===== src/rtl/dmem_responder_if.sv =====
// Processor-side data memory bus: request/store fields from the master, one-cycle response strobe back.
// Latency: not applicable (signal bundle only).
// Backpressure: req is held by the master until ack; there is no other stall mechanism.
// Byte enables exist only when DMEM_BYTE_EN_EN is defined.
interface dmem_responder_if;
    logic        req;
    logic        we;
    logic [31:0] addr;
    logic [31:0] wdata;
`ifdef DMEM_BYTE_EN_EN
    logic [3:0]  be;
`endif
    logic [31:0] rdata;
    logic        ack;
    logic        err;

`ifdef DMEM_BYTE_EN_EN
    modport master (output req, we, addr, wdata, be, input rdata, ack, err);
    modport slave  (input req, we, addr, wdata, be, output rdata, ack, err);
`else
    modport master (output req, we, addr, wdata, input rdata, ack, err);
    modport slave  (input req, we, addr, wdata, output rdata, ack, err);
`endif
endinterface


===== src/rtl/dmem_responder.sv =====
// Word-wide data memory with one memory-mapped 4-bit display register at 0x100.
// Latency: ack is high in the cycle that begins WAIT_CYCLES edges after the accepting edge.
// Backpressure: one access at a time; req is ignored outside IDLE. DMEM_BYTE_EN_EN adds byte enables.
module dmem_responder #(
    parameter int DEPTH       = 64,
    parameter int WAIT_CYCLES = 2
) (
    input  logic             clk,
    input  logic             rst,
    dmem_responder_if.slave  bus,
    output logic [3:0]       seg_digit
);
    localparam int          AW        = $clog2(DEPTH);
    localparam logic [1:0]  ST_IDLE   = 2'd0;
    localparam logic [1:0]  ST_WAIT   = 2'd1;
    localparam logic [1:0]  ST_RESP   = 2'd2;
    localparam logic [31:0] DISP_ADDR = 32'h0000_0100;
    localparam logic [31:0] MEM_BYTES = 32'(DEPTH * 4);
    localparam logic [3:0]  WAIT_LOAD = (WAIT_CYCLES > 0) ? 4'(WAIT_CYCLES - 1) : 4'd0;

    logic [1:0]  state;
    logic [3:0]  cnt;
    logic        we_q;
    logic [31:0] addr_q;
    logic [31:0] wdata_q;
    logic [3:0]  be_q;
    logic [31:0] mem [DEPTH];

    logic        cur_we;
    logic [31:0] cur_addr;
    logic [AW-1:0] cur_idx;
    logic        cur_disp;
    logic        cur_fault;
    logic [31:0] load_dat;
    logic        go_resp;
    logic        mem_wr;

    // With zero wait states the response is built in the accepting cycle, so the
    // live bus fields stand in for the latched copy while IDLE.
    always_comb begin
        cur_we    = (state == ST_IDLE) ? bus.we   : we_q;
        cur_addr  = (state == ST_IDLE) ? bus.addr : addr_q;
        cur_idx   = cur_addr[AW+1:2];
        cur_disp  = (cur_addr == DISP_ADDR);
        cur_fault = (cur_addr[1:0] != 2'b00) || (!cur_disp && (cur_addr >= MEM_BYTES));
        load_dat  = cur_disp ? {28'd0, seg_digit} : mem[cur_idx];
        go_resp   = ((state == ST_IDLE) && bus.req && (WAIT_CYCLES == 0)) ||
                    ((state == ST_WAIT) && (cnt == 4'd0));
    end

    always_ff @(posedge clk) begin
        if (rst) begin
            state     <= ST_IDLE;
            cnt       <= 4'd0;
            bus.ack   <= 1'b0;
            bus.err   <= 1'b0;
            bus.rdata <= 32'd0;
            seg_digit <= 4'd0;
        end else begin
            case (state)
                ST_IDLE: begin
                    if (bus.req) begin
                        we_q    <= bus.we;
                        addr_q  <= bus.addr;
                        wdata_q <= bus.wdata;
                        if (WAIT_CYCLES > 0) begin
                            state <= ST_WAIT;
                            cnt   <= WAIT_LOAD;
                        end else begin
                            state <= ST_RESP;
                        end
                    end
                end
                ST_WAIT: begin
                    if (cnt == 4'd0) state <= ST_RESP;
                    else             cnt   <= cnt - 4'd1;
                end
                ST_RESP: begin
                    state <= ST_IDLE;
                    if (we_q && !cur_fault && cur_disp && be_q[0])
                        seg_digit <= wdata_q[3:0];
                end
                default: state <= ST_IDLE;
            endcase

            if (go_resp) begin
                bus.ack   <= 1'b1;
                bus.err   <= cur_fault;
                bus.rdata <= (cur_fault || cur_we) ? 32'd0 : load_dat;
            end else if (state == ST_RESP) begin
                bus.ack   <= 1'b0;
                bus.err   <= 1'b0;
                bus.rdata <= 32'd0;
            end
        end
    end

`ifdef DMEM_BYTE_EN_EN
    always_ff @(posedge clk) begin
        if (!rst && (state == ST_IDLE) && bus.req)
            be_q <= bus.be;
    end
`else
    assign be_q = 4'hF;
`endif

    // Storage is deliberately left out of reset so contents survive it.
    assign mem_wr = !rst && (state == ST_RESP) && we_q && !cur_fault && !cur_disp;

    always_ff @(posedge clk) begin
        if (mem_wr) begin
            for (int i = 0; i < 4; i++) begin
                if (be_q[i])
                    mem[addr_q[AW+1:2]][8*i +: 8] <= wdata_q[8*i +: 8];
            end
        end
    end
endmodule

===== src/flat_wrapper.sv =====
// flat-port wrapper written by rule: the top's interface ports become plain ports
module dmem_responder_flat 
#(
    parameter int DEPTH       = 64,
    parameter int WAIT_CYCLES = 2
)
  (clk, rst, seg_digit, bus_req, bus_we, bus_addr, bus_wdata, bus_rdata, bus_ack, bus_err);
  dmem_responder_if bus_i ();
  input  logic clk;
  input  logic rst;
  output logic [3:0] seg_digit;
  input wire logic [$bits(bus_i.req)-1:0] bus_req;
  input wire logic [$bits(bus_i.we)-1:0] bus_we;
  input wire logic [$bits(bus_i.addr)-1:0] bus_addr;
  input wire logic [$bits(bus_i.wdata)-1:0] bus_wdata;
  output wire logic [$bits(bus_i.rdata)-1:0] bus_rdata;
  output wire logic [$bits(bus_i.ack)-1:0] bus_ack;
  output wire logic [$bits(bus_i.err)-1:0] bus_err;
  assign bus_i.req = bus_req;
  assign bus_i.we = bus_we;
  assign bus_i.addr = bus_addr;
  assign bus_i.wdata = bus_wdata;
  assign bus_rdata = bus_i.rdata;
  assign bus_ack = bus_i.ack;
  assign bus_err = bus_i.err;
  dmem_responder #(.DEPTH(DEPTH), .WAIT_CYCLES(WAIT_CYCLES)) u_core (.clk(clk), .rst(rst), .bus(bus_i), .seg_digit(seg_digit));
endmodule

===== config.mk =====
export PLATFORM = sky130hd
export DESIGN_NAME = dmem_responder_flat
export DESIGN_NICKNAME = d
export VERILOG_FILES = /design/src/rtl/dmem_responder_if.sv /design/src/rtl/dmem_responder.sv /design/src/flat_wrapper.sv
export SDC_FILE = /design/constraint.sdc
export NUM_CORES = 2
export LEC_CHECK = 0
export BUFFER_PORTS_ARGS = -buffer_cell sky130_fd_sc_hd__buf_2
export CAP_MARGIN = 20
export CORE_MARGIN = 4
export CORE_UTILIZATION = 67
export CTS_BUF_LIST = sky130_fd_sc_hd__clkbuf_2
export DETAILED_ROUTE_END_ITERATION = 12
export PLACE_DENSITY = 0.84
export SLEW_MARGIN = 20
export SYNTH_ARGS = -nofsm -noshare
export SYNTH_HDL_FRONTEND = slang
export SYNTH_SLANG_ARGS = --single-unit
export TNS_END_PERCENT = 100

===== constraint.sdc =====
create_clock -name clk -period 7.1 [get_ports clk]
set_clock_uncertainty 0.1 [all_clocks]
set_input_delay 1.42 -clock clk [delete_from_list [all_inputs] [get_ports clk]]
set_output_delay 1.42 -clock clk [all_outputs]
set_load 0.01 [all_outputs]

==> out/summary.md <==
Counting I/O delays and the setup requirement, the final critical path takes 5.59 ns. Entering global routing, the biggest net connects 137 pins. The portion of the clock cycle consumed by the worst path in the final layout was 0.787. The cell depth of the worst min-delay path was 2. In the synthesized netlist, the cells that appear most often are 2113 x sky130_fd_sc_hd__edfxtp_1, 1044 x sky130_fd_sc_hd__nand2_1, 286 x sky130_fd_sc_hd__mux2i_1. The tools report the worst setup slack after layout as 1.51 ns. For the peak supply drop, the log shows 0.218 mV. The run finished with clean final reports. For this run, the detailed router's first-pass iteration total came to 7. The tools report the launch point of the worst path as u_core.state[0]. The share of flip-flops with an asynchronous set or reset works out to 0. The later pin in the worst-skew pair is clocked with a latency of 1.81 ns.

The tools report the setup slack at placement as 1.34 ns. The die covers 130000 um2. The tools report the DRC marker count from the first detailed-route iteration as 10500. The worst register-to-register path has a depth of 9. The first global-routing pass estimated 344000 um of wire. In the routed design, unresolved DRC markers number 0. Synthesis inferred 2157 register bits. TritonCTS built the clock tree. Setup repair after global routing left no endpoint under its margin. In this run the most critical hold path is launched from bus_wdata[12]. The max-capacitance violation count was 0. The count of final hold-check violations is 0.

The floorplan step defined a core boundary enclosing 123000 um2. The share of the synthesized area in the top cell type came out at 0.764. The worst register-to-register path begins at u_core.state[0]. After synthesis, the cell types taking the most area are sky130_fd_sc_hd__edfxtp_1 76%, sky130_fd_sc_hd__nand2_1 4.7%, sky130_fd_sc_hd__mux2i_1 3.4%.

During synthesis, Yosys emitted a total of 0 warnings. The total via count after detailed routing was 53800; the wire length per cell after detailed routing was 31.1 um. In this run the worst hold path is classified as input port to flop. For the maximum clock frequency, the log shows 179 MHz. The normalized max-slew margin came out at 0.177. The largest buffer count on any clock path is 4, and the required arrival time at the worst endpoint is 8.34 ns.

The netlist uses 62 different library cells. The remaining number of nets flagged by the antenna check after routing was 0. The worst setup path is launched from a flop. The tools report the post-synth net total as 5192. The share of post-route cells with drive strength above 1 is 0.215, and the residual overflow from global routing is 0. Along the worst path, the maximum fanout reaches 17. The via density per instance works out to 7.00. Power spread over the standard cell area amounts to 273 nW/um2. For the portion of the post-synthesis area used by sequential elements, the log shows 0.774. CTS placed an instance of sky130_fd_sc_hd__clkbuf_2 at the clock tree root. STA classifies the critical path endpoint as a flop. For hold timing, the worst endpoint is u_core.wdata_q[12]. The overall track demand over capacity in global routing was 0.364; the total clock sinks was 2157.

The number of levels in the clock H-tree came out at 6. The leakage power summed over all cells was 31.4 nW. The run gives 6.83 ns as the signal arrival time at the worst endpoint. For this design the top-level I/O count stands at 106. For the floorplan row count, the log shows 128. Synthesis produced 5123 cells. The area growth from synthesis to layout is 10.2%.

In the synthesized netlist the dominant register cell turns out to be sky130_fd_sc_hd__edfxtp_1. Critical path class: flop to flop. The final-layout setup total negative slack was 0 ns. The die is 360 um wide. The initial core utilization is 0.678.

Once detailed placement completed, the half-perimeter wirelength came to 135000 um. The number of input and output port buffers inserted is 105, and the register-to-register path setup slack is 1.51 ns. Of all cell types, the one taking the most synthesized area is sky130_fd_sc_hd__edfxtp_1.

For this run, the post-layout net count is 5762. The synthesized netlist occupies a cell area of 83100 um2. Number of global-route vias before repair: 53400.

Most frequent cell after synthesis: sky130_fd_sc_hd__edfxtp_1. Counting the buffers created by CTS gives 532. Clock-pin slew was measured on the worst setup and hold paths at 0.12 ns.

The final-report max-slew violation count came out at 0. Counting flops with a built-in enable in the synthesized netlist gives 2113. The initial antenna violation count came out at 15.

The average footprint of a synthesized cell came out at 16.2 um2. Setup violations remaining at the end of the flow were counted as 0. The worst register-to-register path ends at u_core.mem[8][13]. The run gives 0.908 as the final weighted congestion in routability-driven placement. At the pin with the least slew margin, the transition time is 1.23 ns.

The final layout contains routed wiring with a total length of 239000 um. From bottom edge to top edge, the die measures 360 um.
[state kept, by name, summed over array words and instances, names as in the netlist]
signal            flops
u_core.seg_digit      4
u_core.bus.err        1
u_core.bus.ack        1
u_core.state          2
u_core.addr_q        32
u_core.bus.rdata     32
u_core.cnt            4
u_core.we_q           1
u_core.wdata_q       32
u_core.mem         2048
[logic make-up (layout without fill, tap and decap cells)]
logic type / count (synthesis) / after routing / synth area share
DFF: 2157 / 2157 / 0.774
other: 0 / 7 / 0
muxes: 401 / 401 / 0.0652
xor gates and xnor gates: 2 / 2 / 0.000211
AOI/OAI and AO/OA: 669 / 669 / 0.0591
adders and majority gates: 1 / 1 / 0.000151
buffers and inverters: 321 / 1251 / 0.0204
and+or+nand+nor: 1572 / 1572 / 0.0807
[report_power, final]
group / internal, mW / total, mW / switching [mW]
combinational: 0.813 / 2.87 / 2.06
sequential: 14.0 / 14.0 / 0.0212
clock: 3.29 / 8.17 / 4.88
total: 18.1 / 25.0 / 6.95
[critical path: stages, from the launching register on]
cell and delay (ns):
sky130_fd_sc_hd__dfxtp_1 0.70, sky130_fd_sc_hd__or2_1 0.50, sky130_fd_sc_hd__a21oi_1 0.24, sky130_fd_sc_hd__nor4_1 0.57, sky130_fd_sc_hd__o211ai_1 0.26, sky130_fd_sc_hd__or4_4 0.64
sky130_fd_sc_hd__nor2_2 0.20, sky130_fd_sc_hd__nand2_1 0.68, sky130_fd_sc_hd__nor2_4 0.79, sky130_fd_sc_hd__buf_4 0.42
[how the worst max path moves through the flow]
stage | to | slack, ns
global placement | u_core.mem[40][2] | 1.36
global route | u_core.mem[8][17] | 1.45
finish | u_core.mem[8][13] | 1.51
floorplan | u_core.mem[40][0] | 1.88
detailed placement | u_core.mem[40][0] | 1.34
CTS | u_core.mem[8][17] | 1.97
[routing by layer]
metal | GRT usage | up-vias | wire length, um
met3 | 0.117 | 1043 | 38300
met2 | 0.541 | 5527 | 108000
li1 | - | 21400 | -
met1 | 0.470 | 25700 | 75200
met5 | 0 | - | 64
met4 | 0.232 | 10 | 17600
[cell type report]
type                            instances  area, um2
Antenna cell                            7       17.5
Sequential cell                      2157      64300
Timing Repair Buffer                  353       2830
Fill cell                            6642      31000
Clock inverter                        130        827
Clock buffer                          764       3820
Tap cell                             1625       2030
Multi-Input combinational cell       2645      17700
Inverter                                4       15.0
[stage by stage]
step / util / power, mW / cells / hold slack, ns / cell area, um2
2_1_floorplan: - / 16.0 / 5123 / 0.374 / 83100
3_3_place_gp: 0.702 / 16.9 / 6707 / 0.333 / 86000
3_5_place_dp: 0.702 / 17.0 / 6707 / 0.342 / 86000
4_1_cts: 0.745 / 24.8 / 7669 / 0.0593 / 91300
5_1_grt: 0.747 / 25.8 / 7680 / 0.164 / 91500
6_report: 0.747 / 25.0 / 7685 / 0.216 / 91600
[cell usage in the layout (no fill, tap or decap), types with 22 or more instances in the layout]
master / instances
sky130_fd_sc_hd__mux4_2: 112
sky130_fd_sc_hd__dfxtp_1: 44
sky130_fd_sc_hd__nand4_1: 37
sky130_fd_sc_hd__nand3_1: 276
sky130_fd_sc_hd__a21oi_1: 82
sky130_fd_sc_hd__clkbuf_2: 764
sky130_fd_sc_hd__a22oi_1: 41
sky130_fd_sc_hd__nor2_4: 70
sky130_fd_sc_hd__buf_4: 161
sky130_fd_sc_hd__a32oi_1: 160
sky130_fd_sc_hd__nand2_1: 1041
sky130_fd_sc_hd__a211oi_1: 43
sky130_fd_sc_hd__edfxtp_1: 2113
sky130_fd_sc_hd__a311oi_1: 23
sky130_fd_sc_hd__o31ai_1: 22
sky130_fd_sc_hd__a31oi_1: 117
sky130_fd_sc_hd__buf_2: 105
sky130_fd_sc_hd__clkinv_1: 92
sky130_fd_sc_hd__and3_1: 56
sky130_fd_sc_hd__mux2i_1: 284
sky130_fd_sc_hd__a221oi_1: 32
sky130_fd_sc_hd__dlygate4sd3_1: 68
sky130_fd_sc_hd__o21ai_0: 50
[repair_timing]
item,4_1_cts,5_1_grt
setup buffers,0,0
resized for setup,0,0
hold buffers,68,0
endpoints found under the hold margin,77,0
Note: power is estimated with default switching activity, not from simulation.
